==> config.mk <==
export PLATFORM = sky130hd
export DESIGN_NAME = vga_scanout
export DESIGN_NICKNAME = d
export VERILOG_FILES = /design/src/rtl/vga_scanout.sv
export SDC_FILE = /design/constraint.sdc
export NUM_CORES = 1
export LEC_CHECK = 0
export CAP_MARGIN = 10
export CORE_MARGIN = 3
export CORE_UTILIZATION = 40
export CTS_BUF_LIST = sky130_fd_sc_hd__clkbuf_8
export DETAILED_ROUTE_END_ITERATION = 10
export MAX_ROUTING_LAYER = met4
export PLACE_DENSITY_LB_ADDON = 0.1
export SLEW_MARGIN = 20
export SYNTH_ARGS = -nofsm -noshare
export SYNTH_HDL_FRONTEND = slang
export SYNTH_SLANG_ARGS = --single-unit
==> constraint.sdc <==
create_clock -name clk_display -period 3.3 [get_ports clk_display]
set_input_delay 0.33 -clock clk_display [delete_from_list [all_inputs] [get_ports clk_display]]
set_output_delay 0.33 -clock clk_display [all_outputs]
set_load 0.005 [all_outputs]
==> src/rtl/vga_scanout.sv <==
// vga_scanout
//   Display-side reader for a frame buffer. Runs the VGA raster counters,
//   fetches every visible pixel over a fixed-latency read port and drives
//   sync, data-enable and 8:8:8 RGB with sync/DE aligned to the pixel data.
//
// Ports
//   clk_display    in   pixel clock, all logic on its rising edge
//   rst_n          in   asynchronous active-low reset
//   enable         in   1 = scan; 0 = hold raster at origin, pins blank
//   rd_en          out  fetch strobe, visible pixels only
//   rd_x / rd_y    out  fetch column / row, valid while rd_en=1
//   rd_data        in   {R,G,B} returned RD_LATENCY clocks after rd_en
//   rd_valid       in   rd_data qualifier, sampled RD_LATENCY clocks after rd_en
//   clr_underflow  in   clears the sticky underflow flag
//   vga_hsync/vsync out active-low syncs
//   vga_de         out  visible-pixel qualifier
//   vga_r/g/b      out  colour, forced to 0 outside the visible area
//   frame_start    out  one-clock pulse when pixel (0,0) is at the pins
//   underflow      out  sticky: a visible pixel arrived without rd_valid
//
// RD_LATENCY must be in 1..4.

module vga_scanout #(
  parameter int H_ACTIVE   = 640,
  parameter int H_FP       = 16,
  parameter int H_SYNC     = 96,
  parameter int H_BP       = 48,
  parameter int V_ACTIVE   = 480,
  parameter int V_FP       = 10,
  parameter int V_SYNC     = 2,
  parameter int V_BP       = 33,
  parameter int RD_LATENCY = 2
) (
  input  logic        clk_display,
  input  logic        rst_n,
  input  logic        enable,
  output logic        rd_en,
  output logic [9:0]  rd_x,
  output logic [8:0]  rd_y,
  input  logic [23:0] rd_data,
  input  logic        rd_valid,
  input  logic        clr_underflow,
  output logic        vga_hsync,
  output logic        vga_vsync,
  output logic        vga_de,
  output logic [7:0]  vga_r,
  output logic [7:0]  vga_g,
  output logic [7:0]  vga_b,
  output logic        frame_start,
  output logic        underflow
);

  localparam int H_TOTAL = H_ACTIVE + H_FP + H_SYNC + H_BP;
  localparam int V_TOTAL = V_ACTIVE + V_FP + V_SYNC + V_BP;

  localparam logic [9:0] H_LAST     = 10'(H_TOTAL - 1);
  localparam logic [9:0] V_LAST     = 10'(V_TOTAL - 1);
  localparam logic [9:0] H_ACT_END  = 10'(H_ACTIVE);
  localparam logic [9:0] V_ACT_END  = 10'(V_ACTIVE);
  // Sync windows are [start, end) in counter units.
  localparam logic [9:0] HS_START   = 10'(H_ACTIVE + H_FP);
  localparam logic [9:0] HS_END     = 10'(H_ACTIVE + H_FP + H_SYNC);
  localparam logic [9:0] VS_START   = 10'(V_ACTIVE + V_FP);
  localparam logic [9:0] VS_END     = 10'(V_ACTIVE + V_FP + V_SYNC);

  // Colour shown for a visible pixel whose fetch did not come back.
  localparam logic [23:0] MISSING_RGB = 24'hFF00FF;

  typedef struct packed {
    logic act;
    logic hs;
    logic vs;
    logic org;
  } tap_t;

  // ---------------------------------------------------------------------
  // Raster counters
  // ---------------------------------------------------------------------
  logic [9:0] hc_q, hc_d;
  logic [9:0] vc_q, vc_d;

  always_comb begin
    hc_d = hc_q;
    vc_d = vc_q;
    if (!enable) begin
      hc_d = '0;
      vc_d = '0;
    end else if (hc_q == H_LAST) begin
      hc_d = '0;
      vc_d = (vc_q == V_LAST) ? '0 : vc_q + 10'd1;
    end else begin
      hc_d = hc_q + 10'd1;
    end
  end

  always_ff @(posedge clk_display or negedge rst_n) begin
    if (!rst_n) begin
      hc_q <= '0;
      vc_q <= '0;
    end else begin
      hc_q <= hc_d;
      vc_q <= vc_d;
    end
  end

  // ---------------------------------------------------------------------
  // Stage-0 decode and fetch request
  // ---------------------------------------------------------------------
  tap_t stage0;

  always_comb begin
    stage0.act = (hc_q < H_ACT_END) && (vc_q < V_ACT_END);
    stage0.hs  = (hc_q >= HS_START) && (hc_q < HS_END);
    stage0.vs  = (vc_q >= VS_START) && (vc_q < VS_END);
    stage0.org = (hc_q == '0) && (vc_q == '0);
  end

  assign rd_en = enable && stage0.act;
  assign rd_x  = hc_q;
  assign rd_y  = vc_q[8:0];

  // ---------------------------------------------------------------------
  // Delay line: carries raster flags alongside the outstanding fetch so
  // that the last tap lines up with rd_data/rd_valid. Dropping enable
  // flushes every tap, so no stale pixel can reach the pins later.
  // ---------------------------------------------------------------------
  tap_t dly_q [RD_LATENCY];
  tap_t dly_d [RD_LATENCY];
  tap_t last;

  always_comb begin
    for (int i = 0; i < RD_LATENCY; i++) begin
      dly_d[i] = '0;
    end
    if (enable) begin
      dly_d[0] = stage0;
      for (int i = 1; i < RD_LATENCY; i++) begin
        dly_d[i] = dly_q[i-1];
      end
    end
  end

  always_ff @(posedge clk_display or negedge rst_n) begin
    if (!rst_n) begin
      for (int i = 0; i < RD_LATENCY; i++) begin
        dly_q[i] <= '0;
      end
    end else begin
      for (int i = 0; i < RD_LATENCY; i++) begin
        dly_q[i] <= dly_d[i];
      end
    end
  end

  assign last = dly_q[RD_LATENCY-1];

  // ---------------------------------------------------------------------
  // Output registers: load on the edge where the last tap and the read
  // response are sampled together, giving RD_LATENCY+1 clocks from rd_en
  // to pins for data and for sync/DE/frame_start alike.
  // ---------------------------------------------------------------------
  logic        hsync_q, hsync_d;
  logic        vsync_q, vsync_d;
  logic        de_q, de_d;
  logic        fs_q, fs_d;
  logic [23:0] rgb_q, rgb_d;
  logic        underflow_q, underflow_d;
  logic        uf_set;

  always_comb begin
    hsync_d = 1'b1;
    vsync_d = 1'b1;
    de_d    = 1'b0;
    fs_d    = 1'b0;
    rgb_d   = '0;
    if (enable) begin
      hsync_d = ~last.hs;
      vsync_d = ~last.vs;
      de_d    = last.act;
      fs_d    = last.org;
      if (last.act) begin
        rgb_d = rd_valid ? rd_data : MISSING_RGB;
      end
    end
  end

  // A new miss wins over a simultaneous clear so no event is lost.
  always_comb begin
    uf_set      = enable && last.act && !rd_valid;
    underflow_d = underflow_q;
    if (uf_set) begin
      underflow_d = 1'b1;
    end else if (clr_underflow) begin
      underflow_d = 1'b0;
    end
  end

  always_ff @(posedge clk_display or negedge rst_n) begin
    if (!rst_n) begin
      hsync_q     <= 1'b1;
      vsync_q     <= 1'b1;
      de_q        <= 1'b0;
      fs_q        <= 1'b0;
      rgb_q       <= '0;
      underflow_q <= 1'b0;
    end else begin
      hsync_q     <= hsync_d;
      vsync_q     <= vsync_d;
      de_q        <= de_d;
      fs_q        <= fs_d;
      rgb_q       <= rgb_d;
      underflow_q <= underflow_d;
    end
  end

  assign vga_hsync   = hsync_q;
  assign vga_vsync   = vsync_q;
  assign vga_de      = de_q;
  assign frame_start = fs_q;
  assign vga_r       = rgb_q[23:16];
  assign vga_g       = rgb_q[15:8];
  assign vga_b       = rgb_q[7:0];
  assign underflow   = underflow_q;

endmodule

==> summary.txt <==
Placement
  – Placer Congestion: roughly 0.81
  – Placed Area: ~0.0033 mm²
  – DP Wirelength: roughly 3800 µm
  – IO buf count: between 70 and 80
  – Pre-CTS setup slack: between 1 and 1.5 ns

CTS
  – Setup bufs post-CTS: 0
  – Hold Buf Count CTS: 0
  – CTS sink cnt: 57
  – H-tree level count: 3
  – CTS buffer count: 9
  – Root buffer cell: clkbuf_8
  – Max Root-Sink Buffers: 2
  – Worst-Skew Late Latency: 0.33 ns
  – Post-CTS resize count: 0
  – CTS tree: yes
  – Reg clk slew, reported paths: 0.07 ns

STA
  – Min Tclk post-route: roughly 2.2 ns
  – Max Clock Skew: between 0.006 and 0.007 ns
  – Post-route setup TNS: 0 ns
  – Max Slew Vio Count: 0
  – Final Hold Violating Endpoints: 0
  – # setup viols final: 0
  – RSZ-0062 raised after global routing: false
  – Final setup margin: between 1 and 1.5 ns
  – Tcrit/Tclk final: between 60 and 70%
  – Fmax: approximately 450 MHz
  – Min Hold Slack: around 0.096 ns
  – Worst Tran Pin Value: roughly 0.86 ns
  – Rel. slew slack: between 40% and 50%

Synth
  – Sequential fraction of the synthesis area: a little under three fifths
  – Syn Inst Count: 233
  – Mapped Nets: ~270
  – Synth unique cells: 42
  – Post-synth ARST share: between 90% and 100%
  – Synth area leaders: dfrtp_1 55%, inv_1 3.8%, a21oi_1 3.6%
  – Mapped Avg Cell Area: 10.7 µm²
  – Yosys warning total: 0
  – Number of synthesized flops with an enable pin: 0
  – Synth area leader: dfrtp_1
  – Main flop type after synthesis: dfrtp_1
  – Top-area cell type share of the netlist area: between 50% and 60%
  – Seq cells post-synth: 57
  – Synthesized cell area: between 0.002 and 0.0025 mm²

Routing
  – Via density: ~5.0
  – DRC: 0
  – ANT nets after route: 0
  – WL/cell: roughly 15 µm
  – Detailed Route Iter0 Violations: slightly above 80
  – First-pass DRT Iterations: 4
  – Vias: 1,943
  – Drt total wl: between 5000 and 6000 µm

Finish
  – Nets: 340
  – Share of cells above drive strength 1: ~11%
  – Most frequent cells in the layout: 76 x clkdlybuf4s50_1, 55 x dfrtp_1, 26 x inv_1, 18 x a21oi_1
  – # diodes: 0
  – Cell area after layout: approximately 0.0035 mm²
  – Final-layout fill cell count: 530
  – Most common cell after layout, fill and taps aside: clkdlybuf4s50_1
  – Final core occ: roughly three fifths
  – Multi-input gate area: just under 900 µm²
  – Sequential Area: 0.00143 mm²
  – Area Overhead vs Synth: 40.3%

Pwr
  – VDD IR max: approximately 260 µV
  – Power per cell area: around 450 mW/mm²
  – Leak Pwr: around 1.6 nW

Critical path
  – Largest fanout on the critical path: 10
  – Slowest stage delay, CP: around 0.60 ns
  – Critical path class: reg -> out
  – Worst r2r src: vc_q[1]$_DFFE_PN0P_
  – Slowest stage cell, crit path: dfrtp_1
  – Critical Path RT: around 3.0 ns
  – Startpoint types: flop
  – Worst-path cell chain: nand4_1 -> and3b_1 -> clkdlybuf4s50_1
  – Reg2Reg Capture Point: vc_q[2]$_DFFE_PN0P_
  – Register-to-register setup slack: approximately 1.1 ns
  – Arrival time worst endpoint: between 1.5 and 2 ns
  – Critical path endpoint category: primary output
  – Worst Path Buf+Inv: 1
  – Cell family with most CP delay: flip-flops
  – Worst R2R Path Depth: 6

Floorplan
  – Io pins: slightly below 80
  – FP Rows: 28
  – DIE AREA: just over 0.007 mm²
  – Initial Utilization: 41.6%
  – Core Region: about 0.006 mm²
  – Die H: between 80 and 90 µm
  – Die X-Extent: around 85 µm

Global routing
  – Grt total ovfl: 0
  – Largest net degree at the start of global routing: 38
  – Vias in the first global route: ~1,900
  – Tot GR Track Use: about 17%
  – Global-route wire length before repair: approximately 9500 µm
  – Initial antenna violation count: 0

Flow run
  – Total of max-cap violations: 0

Hold path
  – Hold Path Class: in -> async

Run status
  – Status: completed
==> layer usage <==
metal  vias up  wire length, µm  GRT usage [%]
met3         7              354           5.24
met1       926             2780           24.5
met2        78             2480           23.2
li1        932                -              -
met4         0               66           6.91
met5         -                0              -
==> report_power, final <==
part           internal, mW  switching [mW]
clock                 0.427           0.271
combinational        0.0756          0.0560
sequential            0.718          0.0139
total                  1.22           0.341
==> synthesized netlist by cell type (2+ instances only) <==
master / instances
clkbuf_1: 8
nor2_1: 11
nor2b_1: 2
xnor2_1: 3
nand4_1: 5
nor3b_1: 3
ha_1: 4
a21oi_1: 18
and3_1: 13
dfrtp_1: 55
inv_1: 25
or3_1: 3
dfstp_2: 2
o21ai_0: 6
nand2_1: 10
nor3_1: 11
a22o_2: 4
nand3_1: 8
o22ai_1: 2
xor2_1: 4
and2_1: 7
buf_4: 9
==> worst max-delay path by stage <==
stage | start | endpoint | slack (ns) | cells after the start
2_1_floorplan | vc_q[0]$_DFFE_PN0P_ | vc_q[2]$_DFFE_PN0P_ | 1.34 | 6
3_3_place_gp | enable | rd_en | 1.10 | 5
3_5_place_dp | enable | rd_en | 1.09 | 5
4_1_cts | vc_q[5]$_DFFE_PN0P_ | rd_en | 1.06 | 3
5_1_grt | vc_q[5]$_DFFE_PN0P_ | rd_en | 1.00 | 3
6_report | vc_q[5]$_DFFE_PN0P_ | rd_en | 1.09 | 3
==> cell families (layout without fill, tap and decap cells) <==
kind of cell / count (synthesis) / count (layout) / synth area share (%)
AOI/OAI and AO/OA: 38 / 38 / 10.3
xor gates and xnor gates: 7 / 7 / 2.46
adders and majority gates: 4 / 4 / 2.01
buffers and inverters: 43 / 122 / 7.88
DFF: 57 / 57 / 57.3
muxes: 1 / 1 / 0.401
and+or+nand+nor: 83 / 83 / 19.7
==> state kept, by name, indices dropped and copies added (netlist names) <==
signal       cells
vga_de           1
rgb_q           24
dly_q            8
frame_start      1
underflow        1
vc_q            10
vga_vsync        1
vga_hsync        1
rd_x            10
==> stage by stage <==
| stage | total power, mW | instances |
|---|---|---|
| 3_5_place_dp | 0.877 | 371 |
| 2_1_floorplan | 0.785 | 233 |
| 5_1_grt | 1.64 | 387 |
| 4_1_cts | 1.58 | 387 |
| 3_3_place_gp | 0.876 | 371 |
| 6_report | 1.56 | 387 |
==> layout make-up <==
class / count / area share, %
Clock buffer: 13 / 5.11
Clock inverter: 3 / 1.11
Timing Repair Buffer: 81 / 22.7
Sequential cell: 57 / 40.8
Inverter: 25 / 2.68
Multi-Input combinational cell: 133 / 24.8
Tap cell: 75 / 2.68
(Power assumes the default switching activity.)
